`src/rtl/bios_load_pkg.sv`:
```
// bios_load_pkg: shared types and constants for the BIOS load controller.
//   bl_state_t : controller FSM states
//   BLK_AW     : address width of the default 64-word block buffer
package bios_load_pkg;

    typedef enum logic [1:0] {
        ROM_FILL = 2'd0,
        HPS_FILL = 2'd1,
        DRAIN    = 2'd2,
        DONE     = 2'd3
    } bl_state_t;

    localparam int BLK_WORDS_DEF = 64;
    localparam int BLK_AW        = $clog2(BLK_WORDS_DEF);

endpackage

```
`src/rtl/bios_blk_buf.sv`:
```
// bios_blk_buf: DEPTH x 16 simple dual-port RAM used to stage one block.
//   clk          : clock
//   we/waddr/wdata : write port
//   re/raddr     : read request; rdata updates one cycle later
//   rdata        : registered read data, holds its value while re=0
module bios_blk_buf #(
    parameter int DEPTH  = 64,
    parameter int ADDR_W = $clog2(DEPTH)
) (
    input  logic              clk,
    input  logic              we,
    input  logic [ADDR_W-1:0] waddr,
    input  logic [15:0]       wdata,
    input  logic              re,
    input  logic [ADDR_W-1:0] raddr,
    output logic [15:0]       rdata
);

    logic [15:0] mem_q [DEPTH];
    logic [15:0] rdata_q;

    // rdata holds while re=0 so the controller can use it as a prefetch stage.
    always_ff @(posedge clk) begin
        if (we) mem_q[waddr] <= wdata;
        if (re) rdata_q <= mem_q[raddr];
    end

    assign rdata = rdata_q;

endmodule

```
`src/rtl/bios_load_ctrl.sv`:
```
// bios_load_ctrl: moves a BIOS image (boot ROM copy, or HPS download override)
// through a block buffer into the system BIOS port, holding the CPU in reset
// until the whole image is in place.
//   ioctl_*       : HPS download stream; ioctl_wait backpressures it
//   rom_addr/rd   : boot ROM read port, rom_data valid one cycle after rom_rd
//   bios_addr/din : word presented to the system
//   bios_wr/req   : bios_wr=1 means {bios_addr,bios_din} is valid; the word is
//                   consumed in every cycle where bios_wr=1 and bios_req=1, and
//                   bios_req while bios_wr=0 has no effect
//   bios_loaded   : image complete; cpu_reset follows it one cycle later
//   dbg_state     : current FSM state
module bios_load_ctrl
    import bios_load_pkg::*;
#(
    parameter int AW         = 13,
    parameter int LOAD_WORDS = 4096,
    parameter int BLK_WORDS  = 1 << BLK_AW
) (
    input  logic          clk_sys,
    input  logic          reset,
    input  logic          ioctl_download,
    input  logic          ioctl_wr,
    input  logic [24:0]   ioctl_addr,
    input  logic [15:0]   ioctl_dout,
    output logic          ioctl_wait,
    output logic [AW-1:0] rom_addr,
    output logic          rom_rd,
    input  logic [15:0]   rom_data,
    output logic [AW-1:0] bios_addr,
    output logic [15:0]   bios_din,
    output logic          bios_wr,
    input  logic          bios_req,
    output logic          bios_loaded,
    output logic          cpu_reset,
    output bl_state_t     dbg_state
);

    localparam int PTR_W = $clog2(BLK_WORDS);
    localparam int CNT_W = PTR_W + 1;
    localparam int SRC_W = $clog2(LOAD_WORDS + 1);

    bl_state_t        state_q, state_d;
    logic             dl_q;
    logic             hps_src_q, hps_src_d;
    logic [SRC_W-1:0] src_q, src_d;       // ROM words requested so far
    logic [CNT_W-1:0] cnt_q, cnt_d;       // words held in the buffer
    logic             rd_pend_q, rd_pend_d;
    logic [CNT_W-1:0] rd_ptr_q, rd_ptr_d; // next buffer slot to read
    logic             pf_v_q, pf_v_d;     // buffer rdata holds an unsent word
    logic             wr_q, wr_d;
    logic [15:0]      din_q, din_d;
    logic [AW-1:0]    addr_q, addr_d;
    logic             cpu_reset_q, cpu_reset_d;

    logic             dl_rise, consume, stage_free, move, rom_rd_c;
    logic             buf_we, buf_re;
    logic [PTR_W-1:0] buf_waddr, buf_raddr;
    logic [15:0]      buf_wdata, buf_rdata;
    logic             unused_addr_bits;

    assign unused_addr_bits = ^{ioctl_addr[24:PTR_W+1], ioctl_addr[0]};

    always_comb begin
        dl_rise     = ioctl_download & ~dl_q;
        consume     = wr_q & bios_req;
        state_d     = state_q;
        hps_src_d   = hps_src_q;
        src_d       = src_q;
        cnt_d       = cnt_q;
        rd_pend_d   = 1'b0;
        rd_ptr_d    = rd_ptr_q;
        pf_v_d      = pf_v_q;
        wr_d        = wr_q;
        din_d       = din_q;
        addr_d      = addr_q;
        buf_we      = 1'b0;
        buf_waddr   = cnt_q[PTR_W-1:0];
        buf_wdata   = rom_data;
        buf_re      = 1'b0;
        buf_raddr   = rd_ptr_q[PTR_W-1:0];
        rom_rd_c    = 1'b0;
        stage_free  = 1'b0;
        move        = 1'b0;

        case (state_q)
            ROM_FILL: begin
                rd_ptr_d = '0;
                pf_v_d   = 1'b0;
                if (rd_pend_q) begin
                    buf_we = 1'b1;
                    cnt_d  = cnt_q + CNT_W'(1);
                end
                // Reads in flight count against the block so it never overfills.
                rom_rd_c = ~dl_rise && (src_q < SRC_W'(LOAD_WORDS)) &&
                           ((cnt_q + CNT_W'(rd_pend_q)) < CNT_W'(BLK_WORDS));
                if (rom_rd_c) begin
                    src_d     = src_q + SRC_W'(1);
                    rd_pend_d = 1'b1;
                end
                // src_q at LOAD_WORDS with a read pending: that is the last word.
                if (rd_pend_q && (cnt_d == CNT_W'(BLK_WORDS) ||
                                  src_q == SRC_W'(LOAD_WORDS)))
                    state_d = DRAIN;
            end
            HPS_FILL: begin
                rd_ptr_d = '0;
                pf_v_d   = 1'b0;
                if (ioctl_wr) begin
                    buf_we    = 1'b1;
                    buf_waddr = ioctl_addr[PTR_W:1];
                    buf_wdata = ioctl_dout;
                    cnt_d     = cnt_q + CNT_W'(1);
                end
                if (cnt_d == CNT_W'(BLK_WORDS))
                    state_d = DRAIN;
                else if (!ioctl_download)
                    state_d = (cnt_d != '0) ? DRAIN : DONE;
            end
            DRAIN: begin
                // Two-stage pipe: buffer rdata (prefetch) -> din_q/wr_q (output).
                stage_free = ~wr_q | consume;
                if (consume) begin
                    addr_d = addr_q + AW'(1);
                    wr_d   = 1'b0;
                end
                if (pf_v_q && stage_free) begin
                    move  = 1'b1;
                    din_d = buf_rdata;
                    wr_d  = 1'b1;
                end
                // Only read when the prefetch slot is empty or emptying.
                buf_re = (rd_ptr_q != cnt_q) && (~pf_v_q || move);
                if (buf_re) begin
                    rd_ptr_d = rd_ptr_q + CNT_W'(1);
                    pf_v_d   = 1'b1;
                end else if (move) begin
                    pf_v_d = 1'b0;
                end
                if (consume && !pf_v_q && rd_ptr_q == cnt_q) begin
                    cnt_d = '0;
                    if (hps_src_q)
                        state_d = ioctl_download ? HPS_FILL : DONE;
                    else
                        state_d = (src_q == SRC_W'(LOAD_WORDS)) ? DONE : ROM_FILL;
                end
            end
            default: begin
                rd_ptr_d = '0;
                pf_v_d   = 1'b0;
            end
        endcase

        // A new download aborts whatever is in progress, including a consume.
        if (dl_rise) begin
            state_d   = HPS_FILL;
            hps_src_d = 1'b1;
            cnt_d     = '0;
            addr_d    = '0;
            wr_d      = 1'b0;
            rd_pend_d = 1'b0;
            rd_ptr_d  = '0;
            pf_v_d    = 1'b0;
            buf_we    = 1'b0;
        end

        cpu_reset_d = reset | (state_q != DONE);
    end

    always_ff @(posedge clk_sys) begin
        if (reset) begin
            state_q     <= ROM_FILL;
            dl_q        <= 1'b0;
            hps_src_q   <= 1'b0;
            src_q       <= '0;
            cnt_q       <= '0;
            rd_pend_q   <= 1'b0;
            rd_ptr_q    <= '0;
            pf_v_q      <= 1'b0;
            wr_q        <= 1'b0;
            din_q       <= '0;
            addr_q      <= '0;
            cpu_reset_q <= 1'b1;
        end else begin
            state_q     <= state_d;
            dl_q        <= ioctl_download;
            hps_src_q   <= hps_src_d;
            src_q       <= src_d;
            cnt_q       <= cnt_d;
            rd_pend_q   <= rd_pend_d;
            rd_ptr_q    <= rd_ptr_d;
            pf_v_q      <= pf_v_d;
            wr_q        <= wr_d;
            din_q       <= din_d;
            addr_q      <= addr_d;
            cpu_reset_q <= cpu_reset_d;
        end
    end

    bios_blk_buf #(.DEPTH(BLK_WORDS), .ADDR_W(PTR_W)) u_buf (
        .clk   (clk_sys),
        .we    (buf_we),
        .waddr (buf_waddr),
        .wdata (buf_wdata),
        .re    (buf_re),
        .raddr (buf_raddr),
        .rdata (buf_rdata)
    );

    assign ioctl_wait  = ~reset & (state_q == DRAIN);
    assign rom_rd      = ~reset & rom_rd_c;
    assign rom_addr    = AW'(src_q);
    assign bios_addr   = addr_q;
    assign bios_din    = din_q;
    assign bios_wr     = wr_q;
    assign bios_loaded = ~reset & (state_q == DONE);
    assign cpu_reset   = cpu_reset_q;
    assign dbg_state   = state_q;

endmodule

```
`config.mk`:
```
export PLATFORM = sky130hd
export DESIGN_NAME = bios_load_ctrl
export DESIGN_NICKNAME = d
export VERILOG_FILES = /design/src/rtl/bios_load_pkg.sv /design/src/rtl/bios_blk_buf.sv /design/src/rtl/bios_load_ctrl.sv
export SDC_FILE = /design/constraint.sdc
export NUM_CORES = 1
export LEC_CHECK = 0
export ABC_AREA = 1
export BUFFER_PORTS_ARGS = -buffer_cell sky130_fd_sc_hd__buf_4
export CAP_MARGIN = 15
export CORE_ASPECT_RATIO = 0.7
export CORE_MARGIN = 3
export CORE_UTILIZATION = 60
export DETAILED_ROUTE_END_ITERATION = 8
export PLACE_DENSITY = 0.76
export SLEW_MARGIN = 25
export SYNTH_ARGS = -nofsm -noshare
export SYNTH_HDL_FRONTEND = slang
export SYNTH_SLANG_ARGS = --single-unit
```
`constraint.sdc`:
```
create_clock -name clk_sys -period 4.1 [get_ports clk_sys]
set_clock_uncertainty 0.1 [all_clocks]
set_input_delay 0.82 -clock clk_sys [delete_from_list [all_inputs] [get_ports clk_sys]]
set_output_delay 0.82 -clock clk_sys [all_outputs]
set_load 0.03 [all_outputs]
```
==> reports/qor.csv, run 1 <==
stage,metric,value,unit
outcome,status,"finished, final reports clean",
cts,cts-root-buf,clkbuf_16,
timing,worstMarginPinSlew,1.10,ns
timing,max_freq,0.294,GHz
placement,dp_hpwl,67100,µm
cts,cts.clk_slew.worst_paths,0.06,ns
floorplanning,core_region_area,72000,µm²
global_routing,grt_pass1_wl,174000,µm
timing,finalHoldViolCount,0,
worst_setup_path,worstSetupStartpointType,flop,
global_routing,grt.total_usage,30.7,%
cts,cts_buffers,98,
routing,routed_wl,118000,µm
worst_setup_path,critical_path_class,reg -> reg,
synth,seq_area_frac_synth,74.0,%
floorplanning,die_y,232,µm
cells_and_area,fin_util,68.5,%
worst_setup_path,required,4.35,ns
global_routing,antenna_found_initial,8,
routing,vias_per_cell,6.49,
placement,numPortBuffers,91,
synth,yosys.area.top_type_share,71.1,%
floorplanning,rows,82,
floorplanning,die_area,76500,µm²
timing,fin_tns_setup,0,ns
run,maxCapViolCount,0,
power,ir_drop,352,µV
cts,cts_resized,0,
routing,first_pass_iters,6,
cts,cts_sinks,1104,
placement,gp_congestion,0.933,
worst_setup_path,cp_max_fo,14,
hold_path,holdPathEnd,dl_q,
timing,setup_violations,0,
cts,cts_tree,done,
routing,ant_nets,0,
synth,synth_area,43900,µm²
timing,finalCriticalPeriod,3.40,ns
timing,drv_slew,0,
timing,rsz0062_at_grt,no,
routing,vias,29900,
floorplanning,pin_count,111,
hold_path,hold_depth,3,
synth,synth_seq_cells,1104,
worst_setup_path,cp.arrival,3.65,ns
routing,drc,0,
synth,synth-main-ff-cell,edfxtp_1,
synth,synth_nets,3530,
synth,synth_area_per_cell,12.7,µm²
power,power_density,473,nW/µm²
worst_setup_path,r2r_end,u_buf.mem_q[14][6],
global_routing,grt.overflow.total,0,
synth,ys.warnings.count,0,
timing,post-route-period-util,82.9,%
synth,synth-edff-count,1040,
cells_and_area,areaGrowthSynthToFinish,12.3,%
cells_and_area,final_nets,3631,
routing,dr.first_iter.drc_count,5085,
cts,holdBufCountCts,0,
synth,synth_cell_types,45,
global_routing,grt_pass1_vias,28000,
worst_setup_path,end_kind,flop,
routing,wl_per_cell,25.5,µm
global_routing,grt_max_degree,189,
floorplanning,initial_core_util,61.0,%
cts,clockBufferDepth,3,
worst_setup_path,reg2reg_from,dbg_state[1],
cts,cts_setup_buffers,0,
hold_path,hold_path_class,in -> reg,
synth,yosys.area.top_type,edfxtp_1,
cts,clkLatencyLatePin,0.66,ns
hold_path,worstHoldStart,ioctl_download,
synth,syn_inst,3458,
cells_and_area,drive_above_1_share,11.5,%
worst_setup_path,reg2reg_depth,8,
cts,htree_levels,3,
timing,max_slew_margin,26.6,%
floorplanning,die_x,329,µm
synth,async_reset_ff_share,0,%
power,leakage,16.4,nW
worst_setup_path,r2r_slack,0.70,ns
synth,ys_top_cells_by_area,"edfxtp_1 (71%), o21ai_0 (6.3%), nor2_1 (5.6%), dfxtp_1 (2.9%), o22ai_1 (2.3%)",
-- power by group --
group | switching [mW] | total, mW | internal, mW
sequential | 0.0619 | 12.6 | 12.6
combinational | 1.21 | 1.59 | 0.375
clock | 3.99 | 9.10 | 5.11
-- stage by stage --
step | setup WS, ns | std cells | cell area, µm² | power, mW | hold slack [ns]
3_3_place_gp | 0.795 | 4424 | 46100 | 14.4 | 0.358
3_5_place_dp | 0.708 | 4424 | 46100 | 14.4 | 0.366
5_1_grt | 0.500 | 4602 | 49300 | 24.0 | 0.319
4_1_cts | 0.776 | 4601 | 49300 | 23.3 | 0.283
2_1_floorplan | 0.947 | 3458 | 43900 | 13.7 | 0.347
6_report | 0.700 | 4603 | 49300 | 23.3 | 0.313
-- worst max-delay path, stage by stage, from the launching register on --
cell and delay [ns]:
dfxtp_1 0.34, inv_1 0.11, ha_1 0.36, nand2_1 0.39, o21ai_0 0.72, nand4_1 0.18, buf_4 0.26, nor2_1 0.33
buf_4 0.30
-- sequential cells by signal, indices dropped and copies added, names as in the netlist, 2 cells and up --
signal	cells
bios_addr	13
bios_din	16
cnt_q	7
dbg_state	2
rd_ptr_q	7
rom_addr	13
u_buf.mem_q	1024
u_buf.rdata	16
-- Yosys cell counts, types with 3 or more instances --
cell type / instances
o211ai_1: 30
mux2_2: 16
buf_1: 9
nor2_1: 653
o21a_1: 3
buf_2: 42
a31oi_1: 6
o21ai_0: 557
inv_2: 7
nand2_1: 251
edfxtp_1: 1040
nand3_1: 131
inv_1: 61
o22ai_1: 161
o21ai_1: 7
xor2_1: 9
clkinv_1: 4
o221ai_1: 97
nor3_2: 3
nand4_1: 42
nor3_1: 9
dfxtp_1: 64
nor2_4: 4
a21oi_1: 45
ha_1: 10
clkbuf_1: 172
-- layer usage --
| metal | vias to the layer above | global-route usage, % | wire [µm] | part of all wire [%] |
|---|---|---|---|---|
| met5 | - | 0 | 52 | 0.044 |
| met4 | 8 | 10.7 | 4150 | 3.5 |
| met3 | 268 | 7.74 | 15700 | 13 |
| met2 | 2045 | 45.3 | 52200 | 44 |
| met1 | 14500 | 44.9 | 45400 | 39 |
| li1 | 13000 | - | - | - |
-- worst max-delay path by stage --
| stage | to | slack (ns) | start | depth (start not counted) |
|---|---|---|---|---|
| final | u_buf.mem_q[14][6] | 0.70 | dbg_state[1] | 8 |
| after global routing | u_buf.mem_q[14][6] | 0.50 | dbg_state[1] | 8 |
| after CTS | u_buf.mem_q[14][6] | 0.78 | dbg_state[1] | 8 |
| after detailed placement | u_buf.mem_q[40][5] | 0.71 | ioctl_wr | 6 |
| after global placement | u_buf.mem_q[14][14] | 0.79 | ioctl_wr | 7 |
| after floorplan | u_buf.mem_q[0][0] | 0.95 | ioctl_wr | 6 |
-- placed cells by master (no fill, tap or decap), types with 3 or more instances in the layout --
master         n
nor3_1         9
nor2_4         5
buf_4        210
a31oi_1        6
clkinvlp_4     6
a21oi_1       45
nor3_2         3
o221ai_1      97
clkinv_1      27
buf_12        16
bufinv_16     10
nand4_1       42
ha_1          10
inv_1         59
clkbuf_16    100
o211ai_1      30
nor2_1       652
edfxtp_1    1040
o21a_1         3
dfxtp_4        3
o21ai_1        7
xor2_1         9
clkinv_2      19
nand3_1      131
clkbuf_1      14
o22ai_1      161
nand2_1      251
mux2_2        16
inv_2          7
o21ai_0      557
dfxtp_1       61
-- final cells by class --
class / instances / area (µm²)
Multi-Input combinational cell: 2055 / 10200
Clock buffer: 115 / 2570
Sequential cell: 1104 / 32500
Clock inverter: 62 / 581
Inverter: 73 / 288
Tap cell: 966 / 1210
Antenna cell: 1 / 2.50
Timing Repair Buffer: 227 / 1920
Fill cell: 4800 / 22700
-- kinds of logic after synthesis --
| group | Yosys count | synth area share [%] |
|---|---|---|
| buffers and inverters | 299 | 2.69 |
| multiplexers | 16 | 0.410 |
| adder cells (fa/ha/maj) | 10 | 0.285 |
| XOR/XNOR | 10 | 0.199 |
| flip-flops | 1104 | 74.0 |
| AO/OA/AOI/OAI | 910 | 11.9 |
| AND/OR/NAND/NOR | 1109 | 10.5 |
Power figures use the tool's default switching activity.
==> inputs of run 2 (changes only) <==
Clock period 4.1 ns to 3.3 ns, I/O delays scaled along.
==> reports/qor.csv, run 2 (same netlist as run 1, synthesis figures left out) <==
stage,metric,value,unit
routing,vias,30200,
routing,ant_nets,0,
cts,holdBufCountCts,0,
cts,htree_levels,3,
worst_setup_path,r2r_slack,0.29,ns
cells_and_area,final_nets,3644,
timing,finalCriticalPeriod,3.01,ns
floorplanning,initial_core_util,61.0,%
hold_path,hold_path_class,in -> reg,
power,power_density,582,nW/µm²
cells_and_area,layout.cells.most_common,edfxtp_1,
cells_and_area,top_register,u_buf.mem_q,
cells_and_area,layout_common_cells,"edfxtp_1 (1,040), nor2_1 (652), o21ai_0 (557), nand2_1 (251), buf_4 (180)",
run,maxCapViolCount,0,
timing,max_freq,0.333,GHz
timing,fin_tns_setup,0,ns
floorplanning,die_area,76500,µm²
placement,gp_congestion,0.912,
global_routing,grt_max_degree,136,
cts,cts-root-buf,clkbuf_16,
routing,routed_wl,120000,µm
power,leakage,16.6,nW
timing,rsz0062_at_grt,no,
timing,post-route-period-util,91.1,%
floorplanning,die_x,329,µm
global_routing,grt.total_usage,31.2,%
cells_and_area,instances_no_fill,4614,
routing,first_pass_iters,6,
routing,wl_per_cell,26.1,µm
timing,worstMarginPinSlew,0.937,ns
worst_setup_path,cp.arrival,3.32,ns
routing,dr.first_iter.drc_count,4755,
worst_setup_path,cp_max_fo,16,
cts,cts.clk_slew.worst_paths,0.06,ns
placement,dp_hpwl,69500,µm
cells_and_area,fin_util,69.4,%
floorplanning,die_y,232,µm
timing,finalHoldViolCount,0,
floorplanning,rows,82,
cts,clockBufferDepth,3,
timing,max_slew_margin,37.5,%
global_routing,grt.overflow.total,0,
placement,numPortBuffers,91,
cells_and_area,largest_reg_flops,1024,
cells_and_area,drive_above_1_share,11.5,%
worst_setup_path,critical_path_class,reg -> reg,
timing,whs,0.137,ns
routing,vias_per_cell,6.54,
cts,cts_setup_buffers,0,
placement,numPlacedInstances,4439,
cells_and_area,areaGrowthSynthToFinish,13.8,%
global_routing,antenna_found_initial,5,
cts,cts_resized,0,
cts,cts_sinks,1104,
timing,setup_violations,0,
timing,drv_slew,0,
cts,cts_tree,done,
cts,clkLatencyLatePin,0.67,ns
power,ir_drop,597,µV
worst_setup_path,end_kind,flop,
cts,cts_buffers,97,
worst_setup_path,worstSetupStartpointType,flop,
outcome,status,"finished, final reports clean",
floorplanning,pin_count,111,
worst_setup_path,required,3.61,ns
global_routing,grt_pass1_vias,28800,
floorplanning,core_region_area,72000,µm²
routing,drc,0,
global_routing,grt_pass1_wl,177000,µm
==> run 2: metal layers <==
metal	track usage, %	part of all wire, %	wire, µm	vias to the layer above
met5	0	0.011	13	-
met4	10.5	3.4	4070	2
met3	6.43	12	14900	265
met2	46.8	45	54100	2047
met1	46.1	39	47300	14800
li1	-	-	-	13100
==> run 2: power by group <==
| part | total, mW | switching [mW] | internal, mW |
|---|---|---|---|
| clock network | 11.4 | 4.92 | 6.51 |
| registers | 15.7 | 0.0776 | 15.6 |
| logic | 1.97 | 1.50 | 0.469 |
| total | 29.1 | 6.49 | 22.6 |
==> run 2: through the flow <==
stage               cell area, µm²  total power, mW  setup WS, ns
floorplan                    43900             17.1         0.161
global placement             46800             17.8         0.334
detailed placement           46800             17.9         0.237
CTS                          50000             29.1         0.303
global route                 50000             29.9         0.141
finish                       50000             29.1         0.293
==> run 2: layout make-up <==
class                           count  area (µm²)
Antenna cell                        2        5.00
Clock buffer                      130        2700
Clock inverter                     43         470
Sequential cell                  1104       32500
Timing Repair Buffer              241        2570
Inverter                           73         288
Multi-Input combinational cell   2055       10200
Tap cell                          966        1210
Fill cell                        4752       22000
==> run 2: final timing paths <==
path                  start            endpoint  depth (start not counted)
max            dbg_state[1]  u_buf.mem_q[63][7]                          9
min          ioctl_download                dl_q                          3
max reg2reg    dbg_state[1]  u_buf.mem_q[63][7]                          9
min reg2reg   bios_addr[12]       bios_addr[12]                          2
==> run 2: critical path: stages (launching register included) <==
cell and delay [ns]:
dfxtp_1 0.34, inv_1 0.12, ha_1 0.19, nand2_1 0.32, o21ai_0 0.67, inv_1 0.21, nand4_1 0.14, buf_4 0.31
nor2_1 0.14, buf_12 0.19
